[src/rtl/ps2_pkg.sv]
// rtl/ps2_pkg.sv - shared types and constants for the PS/2 scan-code receiver
package ps2_pkg;

  typedef enum logic [1:0] {
    RX_IDLE,
    RX_DATA,
    RX_PARITY,
    RX_STOP
  } ps2_rx_state_t;

  localparam logic [7:0] PS2_PFX_EXT = 8'hE0;
  localparam logic [7:0] PS2_PFX_BRK = 8'hF0;

  // Device frames carry odd parity over the eight data bits plus the parity bit
  function automatic logic ps2_parity_ok(input logic [7:0] data, input logic par);
    return ^{data, par};
  endfunction

endpackage

[src/rtl/ps2_line_filter.sv]
// rtl/ps2_line_filter.sv - 2-FF synchroniser plus stability filter for one PS/2 line
module ps2_line_filter #(
  parameter int FILT = 8
) (
  input  logic clk,
  input  logic reset_n,
  input  logic line,
  output logic filt
);

  localparam int CW = (FILT < 2) ? 1 : $clog2(FILT + 1);

  logic             sync_1;
  logic             sync_2;
  logic [CW-1:0]    stable_cnt;

  // Bring the asynchronous line into the clk domain; idle bus level is 1
  always_ff @(posedge clk or negedge reset_n) begin
    if (!reset_n) begin
      sync_1 <= 1'b1;
      sync_2 <= 1'b1;
    end else begin
      sync_1 <= line;
      sync_2 <= sync_1;
    end
  end

  // Follow the synchronised line only after it differs for FILT consecutive cycles
  always_ff @(posedge clk or negedge reset_n) begin
    if (!reset_n) begin
      filt       <= 1'b1;
      stable_cnt <= '0;
    end else if (sync_2 == filt) begin
      stable_cnt <= '0;
    end else if (stable_cnt == CW'(FILT - 1)) begin
      filt       <= sync_2;
      stable_cnt <= '0;
    end else begin
      stable_cnt <= stable_cnt + CW'(1);
    end
  end

endmodule

[src/rtl/ps2_scan_rx.sv]
// rtl/ps2_scan_rx.sv - PS/2 keyboard frame receiver with E0/F0 prefix folding (option: PS2_TIMEOUT_EN)
module ps2_scan_rx
  import ps2_pkg::*;
#(
  parameter int FILT    = 8,
  parameter int TIMEOUT = 50000
) (
  input  logic       clk,
  input  logic       reset_n,
  input  logic       ps2_clk,
  input  logic       ps2_dat,
  output logic [7:0] code,
  output logic       ext,
  output logic       rel,
  output logic       valid,
  output logic       frame_err
);

  logic          clk_f;
  logic          dat_f;
  logic          clk_f_q;
  logic          fall;

  ps2_rx_state_t state_q;
  ps2_rx_state_t state_d;

  logic [7:0]    shift_q;
  logic [2:0]    bit_cnt;
  logic          par_q;
  logic          ext_pend;
  logic          rel_pend;

  logic          start_ok;
  logic          start_err;
  logic          shift_en;
  logic          par_en;
  logic          frame_ok;
  logic          frame_bad;
  logic          tmo_hit;
  logic          any_err;

  ps2_line_filter #(.FILT(FILT)) u_clk_filt (
    .clk     (clk),
    .reset_n (reset_n),
    .line    (ps2_clk),
    .filt    (clk_f)
  );

  ps2_line_filter #(.FILT(FILT)) u_dat_filt (
    .clk     (clk),
    .reset_n (reset_n),
    .line    (ps2_dat),
    .filt    (dat_f)
  );

  // Remember last filtered clock level so a 1->0 step is seen one cycle late
  always_ff @(posedge clk or negedge reset_n) begin
    if (!reset_n) clk_f_q <= 1'b1;
    else          clk_f_q <= clk_f;
  end

  assign fall = clk_f_q & ~clk_f;

`ifdef PS2_TIMEOUT_EN
  localparam int TW = $clog2(TIMEOUT + 1);
  logic [TW-1:0] tmo_cnt;

  // Measure ps2_clk silence inside a frame; bus idle time between frames is not timed
  always_ff @(posedge clk or negedge reset_n) begin
    if (!reset_n)                          tmo_cnt <= '0;
    else if (fall || state_q == RX_IDLE)   tmo_cnt <= '0;
    else                                   tmo_cnt <= tmo_cnt + TW'(1);
  end

  assign tmo_hit = (state_q != RX_IDLE) && !fall && (tmo_cnt == TW'(TIMEOUT - 1));
`else
  assign tmo_hit = 1'b0;
`endif

  // Frame state register
  always_ff @(posedge clk or negedge reset_n) begin
    if (!reset_n) state_q <= RX_IDLE;
    else          state_q <= state_d;
  end

  // Advance one frame position per detected ps2_clk fall
  always_comb begin
    state_d = state_q;
    if (tmo_hit) begin
      state_d = RX_IDLE;
    end else if (fall) begin
      case (state_q)
        RX_IDLE:   if (!dat_f) state_d = RX_DATA;
        RX_DATA:   if (bit_cnt == 3'd7) state_d = RX_PARITY;
        RX_PARITY: state_d = RX_STOP;
        RX_STOP:   state_d = RX_IDLE;
        default:   state_d = RX_IDLE;
      endcase
    end
  end

  // Decode per-fall actions for the datapath
  always_comb begin
    start_ok  = 1'b0;
    start_err = 1'b0;
    shift_en  = 1'b0;
    par_en    = 1'b0;
    frame_ok  = 1'b0;
    frame_bad = 1'b0;
    if (fall && !tmo_hit) begin
      case (state_q)
        RX_IDLE: begin
          if (dat_f) start_err = 1'b1;
          else       start_ok  = 1'b1;
        end
        RX_DATA:   shift_en = 1'b1;
        RX_PARITY: par_en   = 1'b1;
        RX_STOP: begin
          if (dat_f && ps2_parity_ok(shift_q, par_q)) frame_ok  = 1'b1;
          else                                        frame_bad = 1'b1;
        end
        default: ;
      endcase
    end
  end

  assign any_err = start_err | frame_bad | tmo_hit;

  // Deserialise data bits LSB-first and capture the parity bit
  always_ff @(posedge clk or negedge reset_n) begin
    if (!reset_n) begin
      shift_q <= '0;
      bit_cnt <= '0;
      par_q   <= 1'b0;
    end else begin
      if (start_ok) begin
        shift_q <= '0;
        bit_cnt <= '0;
      end
      if (shift_en) begin
        shift_q <= {dat_f, shift_q[7:1]};
        if (bit_cnt != 3'd7) bit_cnt <= bit_cnt + 3'd1;
      end
      if (par_en) par_q <= dat_f;
      if (any_err) shift_q <= '0;
    end
  end

  // Fold prefixes into pending flags and emit one strobed event per key action
  always_ff @(posedge clk or negedge reset_n) begin
    if (!reset_n) begin
      code      <= '0;
      ext       <= 1'b0;
      rel       <= 1'b0;
      valid     <= 1'b0;
      frame_err <= 1'b0;
      ext_pend  <= 1'b0;
      rel_pend  <= 1'b0;
    end else begin
      valid     <= 1'b0;
      frame_err <= 1'b0;
      if (frame_ok) begin
        if (shift_q == PS2_PFX_EXT) begin
          ext_pend <= 1'b1;
        end else if (shift_q == PS2_PFX_BRK) begin
          rel_pend <= 1'b1;
        end else begin
          code     <= shift_q;
          ext      <= ext_pend;
          rel      <= rel_pend;
          valid    <= 1'b1;
          ext_pend <= 1'b0;
          rel_pend <= 1'b0;
        end
      end
      if (any_err) begin
        frame_err <= 1'b1;
        ext_pend  <= 1'b0;
        rel_pend  <= 1'b0;
      end
    end
  end

endmodule

[config.mk]
export PLATFORM = sky130hd
export DESIGN_NAME = ps2_scan_rx
export DESIGN_NICKNAME = d
export VERILOG_FILES = /design/src/rtl/ps2_pkg.sv /design/src/rtl/ps2_line_filter.sv /design/src/rtl/ps2_scan_rx.sv
export SDC_FILE = /design/constraint.sdc
export NUM_CORES = 1
export LEC_CHECK = 0
export ABC_CLOCK_PERIOD_IN_PS = 3800
export BUFFER_PORTS_ARGS = -buffer_cell sky130_fd_sc_hd__buf_2
export CAP_MARGIN = 20
export CORE_MARGIN = 8
export CORE_UTILIZATION = 39
export DETAILED_ROUTE_END_ITERATION = 10
export GPL_TIMING_DRIVEN = 0
export PLACE_DENSITY = 0.66
export REMOVE_ABC_BUFFERS = 1
export SLEW_MARGIN = 20
export SYNTH_ARGS = -nofsm -noshare
export SYNTH_HDL_FRONTEND = slang
export SYNTH_SLANG_ARGS = --single-unit
[constraint.sdc]
create_clock -name clk -period 3.8 [get_ports clk]
set_input_delay 0.19 -clock clk [delete_from_list [all_inputs] [get_ports clk]]
set_output_delay 0.19 -clock clk [all_outputs]
set_load 0.1 [all_outputs]
==> flow_summary.json <==
{
  "netlist_instances": 164,
  "dp.final_hpwl_mm": 2.242,
  "status": "finished clean",
  "maxCapViolCount": 0,
  "intPower_uw": 794.7,
  "r2r-start": "shift_q[7]$_DFFE_PN0P_",
  "synth_ff_type": "dfrtp_1",
  "boundaryPins": 16,
  "cp.arrival_ns": 2.48,
  "crit_path_end": "rel$_DFFE_PN0P_",
  "numCtsBuffers": 5,
  "grt_pass1_wl_mm": 5.727,
  "die_height_um": 87.80,
  "dieArea_mm2": 0.007709,
  "path_class": "reg -> reg",
  "wire_per_inst_um": 12.62,
  "synth_top_area_share_pct": 44.80,
  "drt_iter0_drc": 53,
  "power.switching_uw": 419.1,
  "fp-row-count": 26,
  "leakage_uw": 0.001114,
  "rsz0062_at_grt": "false",
  "switching_share_pct": 34.53,
  "start_kind": "register",
  "routed_wl_mm": 3.230,
  "clock_path_buffers": 2,
  "synth_edf_count": 0,
  "critPathCaptureType": "register",
  "gp_congestion": 0.7591,
  "ir_worst_vdd_mv": 0.3218,
  "finalPower_uw": 1214,
  "ff2ff_setup_slack_ns": 1.50,
  "start_util_pct": 39.88,
  "setup_viol": 0,
  "antenna_found_initial": 0,
  "ys.warnings.count": 0,
  "worstPathMaxFanout": 9,
  "yosysMostFrequentCell": "dfrtp_1",
  "num-fill-cells": 471,
  "coreArea_mm2": 0.005042,
  "root_buffer": "clkbuf_8",
  "timing.slew.headroom_pct": 38.47,
  "yosysUniqueCellTypes": 36,
  "cts.sinks": 43,
  "nets": 198,
  "htree_levels": 2,
  "synth_top_cells_by_count": "dfrtp_1 (36), nor2_1 (23), ha_1 (9), xnor2_1 (9)",
  "die_w_um": 87.80,
  "worstPathRequired_ns": 3.98,
  "clock_latency_ns": 0.29,
  "yosysTopAreaCell": "dfrtp_1",
  "firstDrtPassIters": 4,
  "hp-class": "in -> async",
  "p_per_area_mw_per_mm2": 535.1,
  "ys_seq_area_share_pct": 53.95,
  "vias_per_cell": 4.910,
  "rr_endpoint": "rel$_DFFE_PN0P_",
  "syn_area_mm2": 0.002011,
  "areaGrowthSynthToFinish_pct": 12.82,
  "drive_above_1_share_pct": 26.34,
  "setup_tns_ns": 0,
  "worst_pin_slew_ns": 0.9230,
  "fin_crit_sh_pct": 60.41,
  "drc_errors": 0,
  "synth-seq-cells": 43,
  "syn_avg_cell_area_um2": 12.26,
  "fin_crit_ns": 2.296,
  "ant_nets": 0,
  "netlist_top_cells_area": "dfrtp_1 (45%), dfstp_2 (9.1%), mux2_4 (6.0%), ha_1 (5.6%), nor2_1 (4.3%)",
  "diodes": 0,
  "path_clk_slew_ns": 0.09,
  "seq_power_share_pct": 50.0,
  "comb_power_share_pct": 25.9,
  "hold_viol": 0,
  "startpoint": "shift_q[7]$_DFFE_PN0P_",
  "gr-total-overflow": 0,
  "portBuffers": 15,
  "grt_start_max_net_pins": 44,
  "num_vias": 1257,
  "skew_ns": 0.01074,
  "ys_async_sr_fraction_pct": 100.0,
  "track_usage_pct": 9.379,
  "reg2regPathDepth": 5,
  "grt_pass1_vias": 1273,
  "max_freq_mhz": 435.6,
  "report.final.slew_viol_count": 0,
  "tritoncts": "built",
  "power.share.clock_pct": 24.1,
  "cts_resized": 0
}
## stage by stage
step | setup slack [ns] | instances | cell area [um^2] | utilization (%) | hold slack, ns
CTS | 1.500 | 256 | 2268 | 44.99 | 0.06448
detailed placement | 1.521 | 246 | 2155 | 42.73 | 0.2967
global route | 1.316 | 256 | 2268 | 44.99 | 0.1185
finish | 1.504 | 256 | 2268 | 44.99 | 0.03382
global placement | 1.542 | 246 | 2155 | 42.73 | 0.2954
floorplan | 1.795 | 161 | 1992 | - | -0.1056
## repair_timing
action	CTS	global route
endpoints found under the setup margin	0	0
endpoints found under the hold margin	2	0
hold buffers	2	0
setup buffers	0	0
## state kept, by name, summed over array words and instances (netlist names), 2 cells and up
signal                 count
state_q                    2
u_dat_filt.stable_cnt      4
u_clk_filt.stable_cnt      4
shift_q                    8
bit_cnt                    3
code                       8
## layer usage
metal / share of wire, % / up-vias / GRT usage (%)
met3: 4.6 / 2 / 2.627
met4: 0.77 / 0 / 3.750
met5: 0 / - / 0
met1: 47 / 622 / 11.57
met2: 48 / 21 / 15.05
li1: - / 612 / -
## logic make-up (layout without fill, tap and decap cells)
logic type / count (synthesis) / after routing / synth area share [%]
buffers and inverters: 9 / 31 / 2.053
xor gates and xnor gates: 13 / 13 / 7.468
AOI/OAI and AO/OA: 24 / 24 / 8.650
adders and majority gates: 9 / 9 / 5.601
and+or+nand+nor: 51 / 51 / 11.89
muxes: 15 / 15 / 10.39
DFF: 43 / 43 / 53.95
## cell usage in the layout, fill, tap and decap left out, types with 3 or more instances in the layout
| cell type | Yosys | final |
|---|---|---|
| inv_1 | 6 | 6 |
| a21oi_1 | 5 | 5 |
| nand2_1 | 7 | 7 |
| dfstp_2 | 7 | 7 |
| ha_1 | 9 | 9 |
| clkbuf_8 | 0 | 5 |
| nor3_1 | 5 | 5 |
| xnor2_1 | 9 | 9 |
| o21ai_0 | 3 | 3 |
| mux2_2 | 5 | 5 |
| mux2_4 | 8 | 8 |
| nor2_1 | 23 | 23 |
| nand3_1 | 5 | 5 |
| nor2b_1 | 3 | 3 |
| a22oi_1 | 8 | 8 |
| buf_2 | 0 | 15 |
| dfrtp_1 | 36 | 36 |
## power groups by stage
stage	clock [uW]	combinational, uW	sequential (uW)
2_1_floorplan	0	218	640
3_3_place_gp	0	312	613
3_5_place_dp	0	316	616
4_1_cts	306	320	608
5_1_grt	322	360	621
6_report	293	314	607
## worst min path at each step
stage | start | to | depth (start not counted)
floorplan | reset_n | bit_cnt[0]$_DFF_PN0_ | 0
global placement | ps2_clk | u_clk_filt.sync_1$_DFF_PN1_ | 1
detailed placement | ps2_clk | u_clk_filt.sync_1$_DFF_PN1_ | 1
CTS | reset_n | bit_cnt[2]$_DFF_PN0_ | 1
global route | reset_n | u_dat_filt.stable_cnt[3]$_DFF_PN0_ | 1
finish | reset_n | u_clk_filt.stable_cnt[3]$_DFF_PN0_ | 1
## critical path, stage by stage, from the launching register on
cell,delay (ns)
dfrtp_1,0.52
nand4b_1,0.14
nor4_1,0.61
nor3_2,0.13
mux2i_4,0.44
mux2_4,0.34
## cell type report
type                       instances  area, um^2  share of cell area [%]
clock buffer                       5       68.82                   3.034
clock inverter                     3       25.02                   1.103
inverter                           6       22.52                  0.9928
multi-input combinational        112       884.6                   39.00
sequential                        43        1085                   47.82
tap                               70       87.58                   3.861
timing repair buffer              17       95.09                   4.192
(Power assumes the default switching activity.)
